### config.mk
export PLATFORM = sky130hd
export DESIGN_NAME = rvv_inst_decoder
export DESIGN_NICKNAME = d
export VERILOG_FILES = /design/src/rtl/rvv_inst_decoder_pkg.sv /design/src/rtl/rvv_vlmax_calc.sv /design/src/rtl/rvv_inst_decoder.sv
export SDC_FILE = /design/constraint.sdc
export NUM_CORES = 1
export LEC_CHECK = 0
export CAP_MARGIN = 40
export CORE_MARGIN = 2
export CORE_UTILIZATION = 25
export DETAILED_ROUTE_END_ITERATION = 10
export PLACE_DENSITY = 0.47
export SLEW_MARGIN = 20
export SYNTH_ARGS = -nofsm -noshare
export SYNTH_HDL_FRONTEND = slang
export SYNTH_SLANG_ARGS = --single-unit
### constraint.sdc
create_clock -name clk -period 5.24 [get_ports clk]
set_clock_uncertainty 0.05 [all_clocks]
set_input_delay 1.572 -clock clk [delete_from_list [all_inputs] [get_ports clk]]
set_output_delay 1.572 -clock clk [all_outputs]
set_load 0.005 [all_outputs]
### src/rtl/rvv_inst_decoder_pkg.sv
// Shared RVV front-end types: opcodes, uop class, vtype layout and the decoded uop payload.
package rvv_inst_decoder_pkg;

    localparam int unsigned XLEN    = 32;
    localparam int unsigned VLEN    = 128;
    localparam int unsigned VLENB   = VLEN / 8;
    localparam int unsigned INST_W  = 32;
    localparam int unsigned VTYPE_W = 32;

    localparam logic [6:0] OPC_LD = 7'b0000111;
    localparam logic [6:0] OPC_ST = 7'b0100111;
    localparam logic [6:0] OPC_V  = 7'b1010111;
    localparam logic [2:0] F3_CFG = 3'b111;

    localparam logic [VTYPE_W-1:0] VTYPE_VILL = 32'h8000_0000;

    typedef enum logic [1:0] {
        CLS_ALU = 2'd0,
        CLS_LD  = 2'd1,
        CLS_ST  = 2'd2,
        CLS_CFG = 2'd3
    } uop_class_e;

    typedef struct packed {
        logic        vill;
        logic [22:0] rsvd;
        logic        vma;
        logic        vta;
        logic [2:0]  vsew;
        logic [2:0]  vlmul;
    } vtype_t;

    typedef struct packed {
        uop_class_e         cls;
        logic [2:0]         alu_type;
        logic [5:0]         funct6;
        logic [4:0]         vd;
        logic [4:0]         vs1;
        logic [4:0]         vs2;
        logic               vm;
        logic [4:0]         imm;
        logic [XLEN-1:0]    rs1;
        logic [XLEN-1:0]    rd_data;
        logic [VTYPE_W-1:0] vtype;
        logic [XLEN-1:0]    vl;
        logic               illegal;
    } uop_t;

    // Unit-stride element widths supported without 64-bit elements: 8/16/32.
    function automatic logic mem_width_ok(input logic [2:0] width);
        return (width == 3'b000) || (width == 3'b101) || (width == 3'b110);
    endfunction

endpackage

### src/rtl/rvv_vlmax_calc.sv
// Combinational vtype check: VLMAX for a SEW/LMUL pair and whether that vtype is legal.
module rvv_vlmax_calc
    import rvv_inst_decoder_pkg::*;
(
    input  logic [2:0]      vsew,
    input  logic [2:0]      vlmul,
    input  logic            rsvd_nz,
    output logic [XLEN-1:0] vlmax,
    output logic            legal
);

    logic [XLEN-1:0] per_reg;

    always_comb begin
        legal   = 1'b1;
        per_reg = XLEN'(VLENB) >> vsew;
        vlmax   = '0;
        if (rsvd_nz || (vsew > 3'd2)) begin
            legal = 1'b0;
        end
        case (vlmul)
            3'b000:  vlmax = per_reg;
            3'b001:  vlmax = per_reg << 1;
            3'b010:  vlmax = per_reg << 2;
            3'b011:  vlmax = per_reg << 3;
            3'b110:  vlmax = per_reg >> 2;
            3'b111:  vlmax = per_reg >> 1;
            default: legal = 1'b0;
        endcase
        // fractional LMUL below SEW/32 is not supported
        if (((vsew == 3'd1) && (vlmul == 3'b110)) || ((vsew == 3'd2) && (vlmul[2:1] == 2'b11))) begin
            legal = 1'b0;
        end
        if (!legal) begin
            vlmax = '0;
        end
    end

endmodule

### src/rtl/rvv_inst_decoder.sv
// RVV front-end decoder: classifies vector instructions, executes vset*, and emits
// one vtype/vl-tagged uop per instruction through a registered valid/ready stage.
module rvv_inst_decoder
    import rvv_inst_decoder_pkg::*;
(
    input  logic               clk,
    input  logic               rst_n,
    input  logic               in_valid,
    output logic               in_ready,
    input  logic [INST_W-1:0]  in_inst,
    input  logic [XLEN-1:0]    in_rs1,
    input  logic [XLEN-1:0]    in_rs2,
    output logic               out_valid,
    input  logic               out_ready,
    output logic [1:0]         out_class,
    output logic [2:0]         out_alu_type,
    output logic [5:0]         out_funct6,
    output logic [4:0]         out_vd,
    output logic [4:0]         out_vs1,
    output logic [4:0]         out_vs2,
    output logic               out_vm,
    output logic [4:0]         out_imm,
    output logic [XLEN-1:0]    out_rs1,
    output logic [XLEN-1:0]    out_rd_data,
    output logic [VTYPE_W-1:0] out_vtype,
    output logic [XLEN-1:0]    out_vl,
    output logic               out_illegal,
    output logic [VTYPE_W-1:0] cfg_vtype,
    output logic [XLEN-1:0]    cfg_vl
);

    logic [VTYPE_W-1:0] cfg_vtype_q, cfg_vtype_d;
    logic [XLEN-1:0]    cfg_vl_q, cfg_vl_d;
    logic               out_valid_q, out_valid_d;
    uop_t               uop_q, uop_d, dec;

    logic [VTYPE_W-1:0] req_vtype;
    logic [XLEN-1:0]    avl;
    logic               x0_rule;
    logic               cfg_enc_ok;
    logic [XLEN-1:0]    vlmax;
    logic               vt_legal;
    logic               cfg_write;
    logic [VTYPE_W-1:0] vtype_new;
    logic [XLEN-1:0]    vl_new;
    logic               accept;

    // Operand selection for the three vset flavours.
    always_comb begin
        req_vtype  = '0;
        avl        = in_rs1;
        x0_rule    = 1'b0;
        cfg_enc_ok = 1'b1;
        if (!in_inst[31]) begin
            req_vtype = VTYPE_W'(in_inst[30:20]);
            x0_rule   = 1'b1;
        end else if (in_inst[30]) begin
            req_vtype = VTYPE_W'(in_inst[29:20]);
            avl       = XLEN'(in_inst[19:15]);
        end else if (in_inst[30:25] == 6'b000000) begin
            req_vtype = in_rs2;
            x0_rule   = 1'b1;
        end else begin
            cfg_enc_ok = 1'b0;
        end
    end

    rvv_vlmax_calc u_vlmax (
        .vsew    (req_vtype[5:3]),
        .vlmul   (req_vtype[2:0]),
        .rsvd_nz (|req_vtype[31:8]),
        .vlmax   (vlmax),
        .legal   (vt_legal)
    );

    // Decode; non-CFG uops carry the state in effect, CFG uops carry what they produce.
    always_comb begin
        dec          = '0;
        dec.cls      = CLS_ALU;
        dec.alu_type = in_inst[14:12];
        dec.funct6   = in_inst[31:26];
        dec.vd       = in_inst[11:7];
        dec.vs1      = in_inst[19:15];
        dec.vs2      = in_inst[24:20];
        dec.vm       = in_inst[25];
        dec.imm      = in_inst[19:15];
        dec.rs1      = in_rs1;
        dec.vtype    = cfg_vtype_q;
        dec.vl       = cfg_vl_q;
        cfg_write    = 1'b0;
        vtype_new    = cfg_vtype_q;
        vl_new       = cfg_vl_q;
        case (in_inst[6:0])
            OPC_LD, OPC_ST: begin
                dec.cls     = (in_inst[6:0] == OPC_LD) ? CLS_LD : CLS_ST;
                dec.illegal = !mem_width_ok(in_inst[14:12]) || cfg_vtype_q[31];
            end
            OPC_V: begin
                if (in_inst[14:12] != F3_CFG) begin
                    dec.illegal = cfg_vtype_q[31];
                end else begin
                    dec.cls = CLS_CFG;
                    if (!cfg_enc_ok) begin
                        dec.illegal = 1'b1;
                    end else begin
                        cfg_write = 1'b1;
                        if (!vt_legal) begin
                            vtype_new = VTYPE_VILL;
                            vl_new    = '0;
                        end else begin
                            vtype_new = req_vtype;
                            if (x0_rule && (in_inst[19:15] == 5'd0)) begin
                                vl_new = (in_inst[11:7] != 5'd0) ? vlmax : cfg_vl_q;
                            end else begin
                                vl_new = (avl < vlmax) ? avl : vlmax;
                            end
                        end
                        dec.vtype   = vtype_new;
                        dec.vl      = vl_new;
                        dec.rd_data = vl_new;
                    end
                end
            end
            default: dec.illegal = 1'b1;
        endcase
    end

    assign in_ready = !out_valid_q || out_ready;
    assign accept   = in_valid && in_ready;

    always_comb begin
        out_valid_d = accept || (out_valid_q && !out_ready);
        uop_d       = accept ? dec : uop_q;
        cfg_vtype_d = (accept && cfg_write) ? vtype_new : cfg_vtype_q;
        cfg_vl_d    = (accept && cfg_write) ? vl_new : cfg_vl_q;
    end

    always_ff @(posedge clk or negedge rst_n) begin
        if (!rst_n) begin
            out_valid_q <= 1'b0;
            uop_q       <= '0;
            cfg_vtype_q <= VTYPE_VILL;
            cfg_vl_q    <= '0;
        end else begin
            out_valid_q <= out_valid_d;
            uop_q       <= uop_d;
            cfg_vtype_q <= cfg_vtype_d;
            cfg_vl_q    <= cfg_vl_d;
        end
    end

    assign out_valid    = out_valid_q;
    assign out_class    = uop_q.cls;
    assign out_alu_type = uop_q.alu_type;
    assign out_funct6   = uop_q.funct6;
    assign out_vd       = uop_q.vd;
    assign out_vs1      = uop_q.vs1;
    assign out_vs2      = uop_q.vs2;
    assign out_vm       = uop_q.vm;
    assign out_imm      = uop_q.imm;
    assign out_rs1      = uop_q.rs1;
    assign out_rd_data  = uop_q.rd_data;
    assign out_vtype    = uop_q.vtype;
    assign out_vl       = uop_q.vl;
    assign out_illegal  = uop_q.illegal;
    assign cfg_vtype    = cfg_vtype_q;
    assign cfg_vl       = cfg_vl_q;

endmodule

# Word level (Yosys, flattened, before mapping)
# Index checks and enable logic that the tools add are counted.
# word_totals
regBits	221
mem_count	0
ramBits	0
output_inout_bits	227
latch_bits	0
rom_bits	0
# op_classes
div_mod_pow	0
shifts	1
n_mux	32
n_lt_le_gt_ge	2
mul	0
n_eq_ne	14
reduce_logical	25
n_addsub	0
bitwise	1
# op_table
operator	count
32-bit two-way mux	11
96-bit two-way mux	3
32-bit case mux with 6 select lines	1
32-bit less-than comparator	1
5-bit by 3-bit right shift with 32-bit output (first input constant)	1
24-bit OR reduction	1
1-bit two-way mux	13
3-bit equality test (second input constant)	4
3-bit by 2-bit equality test with 1-bit output (second input constant)	3
7-bit by 3-bit equality test with 1-bit output (second input constant)	1
7-bit by 6-bit equality test with 1-bit output (second input constant)	1
7-bit equality test (second input constant)	1
1-bit logical OR	7
3-bit by 1-bit equality test with 1-bit output (second input constant)	2
1-bit logical AND	6
3-bit zero test	2
6-bit zero test	1
6-bit OR reduction	1
5-bit zero test	1
5-bit nonzero test	1
2-bit two-way mux	2
2-bit case mux with 2 select lines	1
4-bit AND reduction	1
3-bit by 2-bit > comparator with 1-bit output (second input constant)	1
6 further kinds	8

# Depth between registers and ports, before layout
# Gate-level depths: netlist (run 1).
# depth
ltp_word	17
depth_mapped	18

# By module
# From an unflattened synthesis (run 1), not the netlist that was laid out.
# hier_totals
hier_cells	1382
area_unflattened_um2	11788.8
# by_module_without_submodules
module	cells_per_inst	seq_area_each_um2	area_each_um2	n_inst
rvv_inst_decoder	1319	5531.6	11358.4	1
rvv_vlmax_calc	63	0.0	430.4	1

# Least setup slack after synthesis (run 1)
# No wires, ideal clock.
# synth_path
kind	input to register
startpoint	input port in_inst[25]
endpoint	register uop_q, in the netlist out_vl[3]
n_path_buf	3
path_slack_ns	-0.015
t_arrival_ns	5.081
cell_stages	17
setup_ns	0.124
required_ns	5.066
cell_sequence	buf_6 nor4_4 buf_6 a32o_1 nor2_1 o31ai_2 and2_1 buf_2 nand2_1 ha_1 a211oi_1 nor2_1 nor3_1 nand2_1 o32a_1 o2111a_1 a211o_1
# synth_via
elab_chain_cells	17
elab_cells_between_ends	40
classes_between	2 x order compare; 8 x eq/ne; 1 x shift; 20 x mux; 9 x reduce/logical
# synth_rtl
item	line_no	source
start, declared	rvv_inst_decoder.sv:10	input logic [INST_W-1:0] in_inst,
6-bit zero test	rvv_inst_decoder.sv:60	end else if (in_inst[30:25] == 6'b000000) begin
32-bit two-way mux	rvv_inst_decoder.sv:60	
32-bit two-way mux	rvv_inst_decoder.sv:57	end else if (in_inst[30]) begin
32-bit two-way mux	rvv_inst_decoder.sv:54	if (!in_inst[31]) begin
3-bit by 2-bit > comparator with 1-bit output or 24-bit OR reduction (tied branches)	rvv_vlmax_calc.sv:18, rvv_inst_decoder.sv:71	
1-bit logical OR	rvv_vlmax_calc.sv:18	if (rsvd_nz || (vsew > 3'd2)) begin
1-bit two-way mux	rvv_vlmax_calc.sv:18	
1-bit two-way mux	rvv_vlmax_calc.sv:21	case (vlmul)
1-bit two-way mux	rvv_vlmax_calc.sv:31	if (((vsew == 3'd1) && (vlmul == 3'b110)) || ((vsew == 3'd2) && (vlmul[2:1] == 2'b11))) begin
32-bit two-way mux	rvv_vlmax_calc.sv:34	if (!legal) begin
32-bit less-than comparator	rvv_inst_decoder.sv:115	vl_new = (avl < vlmax) ? avl : vlmax;
32-bit two-way mux	rvv_inst_decoder.sv:115	
32-bit two-way mux	rvv_inst_decoder.sv:112	if (x0_rule && (in_inst[19:15] == 5'd0)) begin
32-bit two-way mux	rvv_inst_decoder.sv:107	if (!vt_legal) begin
96-bit two-way mux *	rvv_inst_decoder.sv:103	if (!cfg_enc_ok) begin
96-bit two-way mux *	rvv_inst_decoder.sv:99	if (in_inst[14:12] != F3_CFG) begin
96-bit two-way mux *	rvv_inst_decoder.sv:93	case (in_inst[6:0])
end signal, assigned	rvv_inst_decoder.sv:146	uop_q <= uop_d;
end, declared	rvv_inst_decoder.sv:35	uop_t uop_q, uop_d, dec;
# Mark *: on every way between the ends. The rest lies on a longest branch, timed or not.
# A chain may end at the register's enable or synchronous reset.

# Worst setup path after layout (run 1)
# layout_path
startpoint	input port in_inst[27]
endpoint	register uop_q, in the netlist out_vl[2]
# layout_via
elab_chain_cells	17
elab_cells_between_ends	40
classes_between	2 x order compare; 8 x eq/ne; 1 x shift; 20 x mux; 9 x reduce/logical
# layout_rtl
item	line_no
6-bit zero test *	rvv_inst_decoder.sv:60
32-bit two-way mux	rvv_inst_decoder.sv:60
32-bit two-way mux	rvv_inst_decoder.sv:57
32-bit two-way mux	rvv_inst_decoder.sv:54
3-bit by 2-bit > comparator with 1-bit output or 24-bit OR reduction (tied branches)	rvv_vlmax_calc.sv:18, rvv_inst_decoder.sv:71
1-bit logical OR	rvv_vlmax_calc.sv:18
1-bit two-way mux	rvv_vlmax_calc.sv:18
1-bit two-way mux	rvv_vlmax_calc.sv:21
1-bit two-way mux	rvv_vlmax_calc.sv:31
32-bit two-way mux	rvv_vlmax_calc.sv:34
32-bit less-than comparator	rvv_inst_decoder.sv:115
32-bit two-way mux	rvv_inst_decoder.sv:115
32-bit two-way mux	rvv_inst_decoder.sv:112
32-bit two-way mux	rvv_inst_decoder.sv:107
96-bit two-way mux *	rvv_inst_decoder.sv:103
96-bit two-way mux *	rvv_inst_decoder.sv:99
96-bit two-way mux *	rvv_inst_decoder.sv:93
# Marks and branches as above.

==> out/metrics.csv, run 1 <==
stage,metric,value,unit
floorplanning,die area,38720,sq um
worst_setup_path,critical path class,primary input to flip-flop,
timing,Setup-failing EPs final,0,
clock_network,TritonCTS clock tree,built,
drt,total wire length,32.36,mm
synthesis,"Avg Cell Area, Syn",10.23,sq um
synthesis,ranking of synthesized cells by area,"dfrtp_1 (59%), nand2_1 (11%), a22o_1 (4.3%)",
floorplanning,Die Wd,196.8,um
power_and_ir_drop,VDD IR max,0.2012,mV
synthesis,Yosys top cell area share,0.5926,
place,# placed instances,1710,
cells_and_area,final net count,1378,
timing,Worst slew margin,0.3490,
worst_setup_path,crit path DAT,5300,ps
clock_network,cts bufs inserted,27,
worst_setup_path,flop-to-flop setup slack,2870,ps
drt,Vias,8048,
clock_network,clock-pin slew on the worst setup and hold paths,60,ps
floorplanning,Core Region,36610,sq um
floorplanning,Initial Util,0.2538,
clock_network,clock root buffer,clkbuf_16,
worst_setup_path,crit path capture,out_vl[2],
timing,worst hold margin,418.9,ps
drt,Iter 0 DRT Violations,415,
power_and_ir_drop,Pwr Total,4.191,mW
grt,GR Util All Layers,0.1663,
worst_setup_path,Crit Path Max Fanout,6,
synthesis,commonest cells in the netlist,"nand2_1 (271), dfrtp_1 (220), o21ai_0 (49), a22o_1 (46), clkbuf_1 (36)",
timing,period utilisation layout,0.9407,
min_path,HP Class,flip-flop to flip-flop,
worst_setup_path,Setup crit start kind,primary input,
drt,wire per inst,18.40,um
cells_and_area,Ant. Diodes,0,
synthesis,Post-Syn Nets,1015,
floorplanning,Top Ports,327,
cells_and_area,Filler cells,3673,
place,Place WS,-292.4,ps
floorplanning,die height,196.8,um
place,routability congestion estimate,0.8509,
synthesis,most common cell in the netlist,nand2_1,
synthesis,Netlist cell types,64,
worst_setup_path,worst reg2reg path depth,6,
synthesis,"EDFF count, synth",0,
place,IO buf count,326,
drt,DRC viols,0,
cells_and_area,layout cells sized above 1,0.1053,
synthesis,"Cell Area, Synth",9290,sq um
grt,initial antenna violation count,0,
clock_network,CTS H-Tree Depth,1,
worst_setup_path,worst reg2reg path startpoint,out_valid,
cells_and_area,Layout area overhead,54.20,%
clock_network,clock latency on the worst-skew pair,540,ps
worst_setup_path,Critical Path End Type,flip-flop,
synthesis,fraction of registers with async set/reset,1.000,
clock_network,clk buf depth,3,
timing,unrepaired setup endpoints after global routing,false,
timing,final number of hold-violating endpoints,0,
drt,TritonRoute pass-1 iters,6,
timing,fmax,0.2029,GHz
power_and_ir_drop,Leak,6.587,nW
drt,DR vias/cell,4.575,
status,outcome,finished clean,
synthesis,top_reg_cell synth,dfrtp_1,
power_and_ir_drop,PD cells,292.5,nW/um^2
clock_network,clock sink total,221,
grt,first-pass GRT wire length,50.50,mm
flow_run,Max Cap Viol,0,
cells_and_area,"Core Util, Final",0.3913,
cells_and_area,Finished Layout Cells,1759,
grt,largest net degree at the start of global routing,120,
min_path,Hold Startpoint,out_rd_data[6],
grt,GR Overflow Total,0,
grt,number of global-route vias before repair,8177,
worst_setup_path,Reg2Reg Capture Point,out_rd_data[0],
synthesis,"FF+latch count, synth",221,
worst_setup_path,Crit path required time,5610,ps
floorplanning,FP Rows,70,
place,post-detail-place hpwl,23.24,mm
timing,worst setup margin,310.6,ps
synthesis,Synth area leader,dfrtp_1,
clock_network,post-CTS repair timing setup buffer count,0,
worst_setup_path,critical path launch point,in_inst[27],
timing,Tmin final,4929,ps
timing,Least-Margin Pin Slew,976.6,ps
synthesis,Yosys warning count,0,
synthesis,sequential area share after synthesis,0.5954,
drt,post-route ant nets,0,
synthesis,Mapped Cells,908,
timing,max-slew violations,0,
[through the flow]
| stage | instance area [sq um] | TNS [ps] |
|---|---|---|
| global placement | 13410 | -1420 |
| CTS | 14330 | 0 |
| floorplan | 9295 | 0 |
| finish | 14330 | 0 |
| detailed placement | 13440 | -2910 |
| global route | 14330 | 0 |
[area by class of cell]
| cell class | instances | area [sq um] | area share |
|---|---|---|---|
| Clock buffer | 36 | 759.5 | 0.05302 |
| Timing Repair Buffer | 390 | 3794 | 0.2648 |
| Tap cell | 468 | 585.6 | 0.04088 |
| Sequential cell | 221 | 5532 | 0.3861 |
| Inverter | 2 | 7.507 | 0.0005241 |
| Clock inverter | 13 | 125.1 | 0.008734 |
| Multi-Input combinational cell | 629 | 3522 | 0.2459 |
[sequential cells by signal (all words and copies together) (netlist names)]
name	cells
out_vtype	32
out_imm	5
out_vs2	5
out_class	2
out_vd	5
out_funct6	6
out_vm	1
out_vl	32
out_rd_data	32
out_valid	1
cfg_vl	32
out_rs1	32
out_alu_type	3
cfg_vtype	32
out_illegal	1
[timing repair]
item	CTS	global route
endpoints found under the setup margin	0	3
gates resized for setup	0	0
hold buffers	0	0
[worst min-delay path by stage]
stage | end | slack [ps] | cells past startpoint
global placement | out_rd_data[4] | 400 | 2
detailed placement | out_rd_data[4] | 410 | 2
finish | out_rd_data[6] | 420 | 2
floorplan | out_rd_data[0] | 410 | 2
global route | out_rd_data[0] | 440 | 2
CTS | out_rd_data[4] | 420 | 2
[report_power, final]
part,total (mW),switching (mW),internal (mW)
Sequential,1.80,0.0339,1.77
Combinational,0.528,0.257,0.271
Clock,1.86,0.746,1.11
[routing by layer]
layer | vias up | routed length, um | GRT usage
met5 | - | 0 | 0
met4 | 0 | 658 | 0.03732
met3 | 36 | 1692 | 0.03029
met2 | 225 | 15300 | 0.2718
met1 | 3917 | 14710 | 0.2294
li1 | 3870 | - | -
[cell usage in the layout (no fill, tap or decap), types with 6 or more instances in the layout]
cell	count
a21o_1	12
a21oi_1	19
a22o_1	46
a32oi_1	6
and2_1	29
and3_1	13
buf_4	61
clkbuf_16	27
clkdlybuf4s50_1	325
clkinv_2	8
dfrtp_1	220
ha_1	7
nand2_1	270
nand3_1	9
nand4_1	9
nor2_1	32
nor2b_1	27
nor3_1	7
nor4_1	12
o21ai_0	49
o32a_1	6
[worst max-delay path, cell delays in order]
cell,delay [ps]
clkdlybuf4s50_1,460
nor4_4,410
buf_4,210
a32o_1,200
nor2_1,70
o31ai_2,240
and2_1,230
nand2_1,80
ha_1,290
a211oi_1,210
nor2_1,90
nor3_2,260
nand2_1,190
o32a_1,320
o2111a_1,170
a211o_1,270
[kinds of logic after synthesis]
family                   Yosys count  synth area share
AND/OR/NAND/NOR                  429            0.2110
flip-flops                       221            0.5954
AO/OA/AOI/OAI                    182            0.1432
buffers and inverters             58           0.02949
adder cells (fa/ha/maj)            7          0.009427
multiplexers                       7          0.008215
XOR/XNOR                           3          0.002829
other                              1         0.0004037
No activity file was read; power rests on OpenSTA's default activity.
==> inputs of run 2 (changes only) <==
Settings changed: TNS_END_PERCENT from default to 50.
==> results of run 2 <==
Same layout as run 1: the final DEF is identical, and so are final timing and power.
==> inputs of run 3 (changes only) <==
Settings changed: PLACE_DENSITY 0.47 to 0.48.
Clock period 5.24 ns to 4.34 ns, I/O delays scaled along.
==> out/metrics.csv, run 3 (synthesis gave the netlist of run 1 again) <==
stage,metric,value,unit,change
timing,Worst slew margin,0.5275,,+0.1786
floorplanning,Top Ports,327,,unchanged
worst_setup_path,CP Cell Sequence,"dlygate4sd2_1, nor4_4, buf_4, buf_6, a32o_2, nand2_1, o32a_1, o22ai_2, nand2_1, ha_1, o21ai_0, a211oi_2, nor3_2, nand2_2, o32a_1, o2111a_1, a211o_1",,
place,Place WS,-856.0,ps,-563.6 ps
worst_setup_path,Worst Path Buf+Inv,3,,+1
clock_network,clock root buffer,clkbuf_16,,
grt,GR Util All Layers,0.1657,,-0.0005111
timing,worst hold margin,414.8,ps,-4.099 ps
power_and_ir_drop,P_int,4.142,mW,+31%
timing,Least-Margin Pin Slew,708.7,ps,-267.8 ps
timing,worst setup margin,115.9,ps,-194.7 ps
power_and_ir_drop,sw frac,0.2386,,-0.008680
cells_and_area,Layout area overhead,61.60,%,
cells_and_area,Finished Layout Cells,1801,,+2.4%
floorplanning,Die Wd,196.8,um,unchanged
timing,final number of hold-violating endpoints,0,,unchanged
worst_setup_path,Setup crit start kind,primary input,,
power_and_ir_drop,Leak,6.928,nW,+5.2%
floorplanning,die height,196.8,um,unchanged
timing,period utilisation layout,0.9733,,
cells_and_area,final net count,1418,,+2.9%
timing,unrepaired setup endpoints after global routing,true,,
timing,fmax,0.2367,GHz,
worst_setup_path,Crit path required time,4730,ps,-880 ps
cells_and_area,Ant. Diodes,0,,unchanged
power_and_ir_drop,VDD IR max,0.2685,mV,+33%
worst_setup_path,CP max stage delay,360,ps,-100 ps
drt,DR vias/cell,4.583,,+0.17%
grt,GR Overflow Total,0,,unchanged
cells_and_area,"commonest cells after routing, fill and taps aside","clkdlybuf4s50_1 (317), nand2_1 (267), dfrtp_1 (220)",,
drt,Iter 0 DRT Violations,373,,-10%
drt,DRC viols,0,,unchanged
worst_setup_path,Crit-path slowest cell,o32a_1,,
clock_network,clock sink total,221,,unchanged
timing,max-slew violations,0,,unchanged
clock_network,cts bufs inserted,28,,+3.7%
drt,wire per inst,18.13,um,-1.4%
power_and_ir_drop,P_sw,1.298,mW,+25%
worst_setup_path,CP top delay family,compound AO/OA/AOI/OAI gates,,
cells_and_area,layout cells sized above 1,0.1575,,+0.05219
place,IO buf count,326,,unchanged
timing,Tmin final,4224,ps,
clock_network,CTS H-Tree Depth,1,,unchanged
drt,total wire length,32.66,mm,+0.93%
floorplanning,Core Region,36610,sq um,unchanged
clock_network,clock-pin slew on the worst setup and hold paths,60,ps,about the same
grt,first-pass GRT wire length,50.43,mm,-0.14%
power_and_ir_drop,power share of the sequential group,0.400,,-0.030
power_and_ir_drop,clock network fraction of design power,0.473,,+0.029
grt,initial antenna violation count,1,,+1
clock_network,TritonCTS clock tree,built,,
cells_and_area,"commonest non-fill, non-tap cell in the layout",clkdlybuf4s50_1,,
place,routability congestion estimate,0.8254,,-3.0%
status,outcome,finished clean,,
floorplanning,FP Rows,70,,unchanged
drt,Vias,8254,,+2.6%
worst_setup_path,critical path class,primary input to flip-flop,,
place,# placed instances,1732,,+1.3%
power_and_ir_drop,Combinational Power Share,0.126,,about the same
place,post-detail-place hpwl,23.55,mm,+1.3%
drt,post-route ant nets,0,,unchanged
power_and_ir_drop,PD cells,362.4,nW/um^2,+24%
worst_setup_path,Crit Path Max Fanout,5,,-1
clock_network,clk buf depth,3,,unchanged
timing,Setup-failing EPs final,0,,unchanged
min_path,HP Class,flip-flop to flip-flop,,
clock_network,clock latency on the worst-skew pair,550,ps,about the same
grt,number of global-route vias before repair,8550,,+4.6%
drt,TritonRoute pass-1 iters,5,,-1
worst_setup_path,Critical Path End Type,flip-flop,,
worst_setup_path,crit path DAT,4610,ps,-690 ps
floorplanning,Initial Util,0.2538,,unchanged
floorplanning,die area,38720,sq um,unchanged
flow_run,Max Cap Viol,0,,unchanged
grt,largest net degree at the start of global routing,71,,-41%
-- run 3: cell types whose count changed in the layout (fill, tap and decap cells not counted), moves of 4 or more --
| cell | before | now |
|---|---|---|
| clkdlybuf4s50_1 | 325 | 317 |
| bufinv_16 | 2 | 6 |
| buf_4 | 61 | 92 |
| a32oi_1 | 6 | 2 |
| buf_12 | 2 | 6 |
-- run 3: routing by layer --
metal  GRT usage  vias to the layer above  routed length [um]
li1            -                     3950                   -
met1      0.2193                     4028               14500
met2      0.2761                      237               15540
met3     0.03765                       39                2100
met4     0.03815                        0                 527
met5           0                        -                   0
-- run 3: per-stage QoR --
stage | instance area [sq um] | setup TNS, ps | util | total power [mW]
2_1_floorplan | 9385 | -1244 | - | 2.433
3_3_place_gp | 13710 | -14900 | 0.3745 | 2.885
3_5_place_dp | 13710 | -16280 | 0.3745 | 2.888
4_1_cts | 14930 | 0 | 0.4079 | 5.537
5_1_grt | 15010 | -7.727 | 0.4101 | 5.698
6_report | 15010 | 0 | 0.4101 | 5.440
-- run 3: power groups by stage --
stage | sequential, mW | clock, mW | combinational (mW)
6_report | 2.18 | 2.58 | 0.686
5_1_grt | 2.19 | 2.76 | 0.751
4_1_cts | 2.18 | 2.67 | 0.690
3_5_place_dp | 2.21 | 0 | 0.673
3_3_place_gp | 2.21 | 0 | 0.672
2_1_floorplan | 2.22 | 0 | 0.213
-- run 3: tightest hold or removal path, cell delays in order, from the launching register on --
cell	delay [ps]
dfrtp_1	340
nand2_1	50
nand2_1	50
-- run 3: final timing paths --
check                           slack, ps  cells after the start            from         endpoint
worst min register to register        410                      2  out_rd_data[1]   out_rd_data[1]
max in group asynchronous            2750                      2           rst_n      out_rs1[18]
worst max register to register       2160                      9       out_valid  out_rd_data[25]
worst min-delay path                  410                      2  out_rd_data[1]   out_rd_data[1]
worst max-delay path                  120                     17     in_inst[27]        out_vl[3]
min in group asynchronous             650                      1           rst_n        out_vd[1]
-- run 3: cell type report --
| cell class | instances | area (sq um) |
|---|---|---|
| fill | 3609 | 21600 |
| multi-input combinational | 629 | 3722 |
| tap | 468 | 585.6 |
| clock buffer | 37 | 794.5 |
| inverter | 2 | 7.507 |
| timing repair buffer | 429 | 4114 |
| clock inverter | 15 | 257.7 |
| sequential | 221 | 5532 |
-- run 3: what timing repair did --
item	CTS	global route
pin swaps	7	10
setup buffers	13	2
resized for setup	18	19
gates cloned	2	0
setup endpoints to repair	22	21
hold buffers	0	0
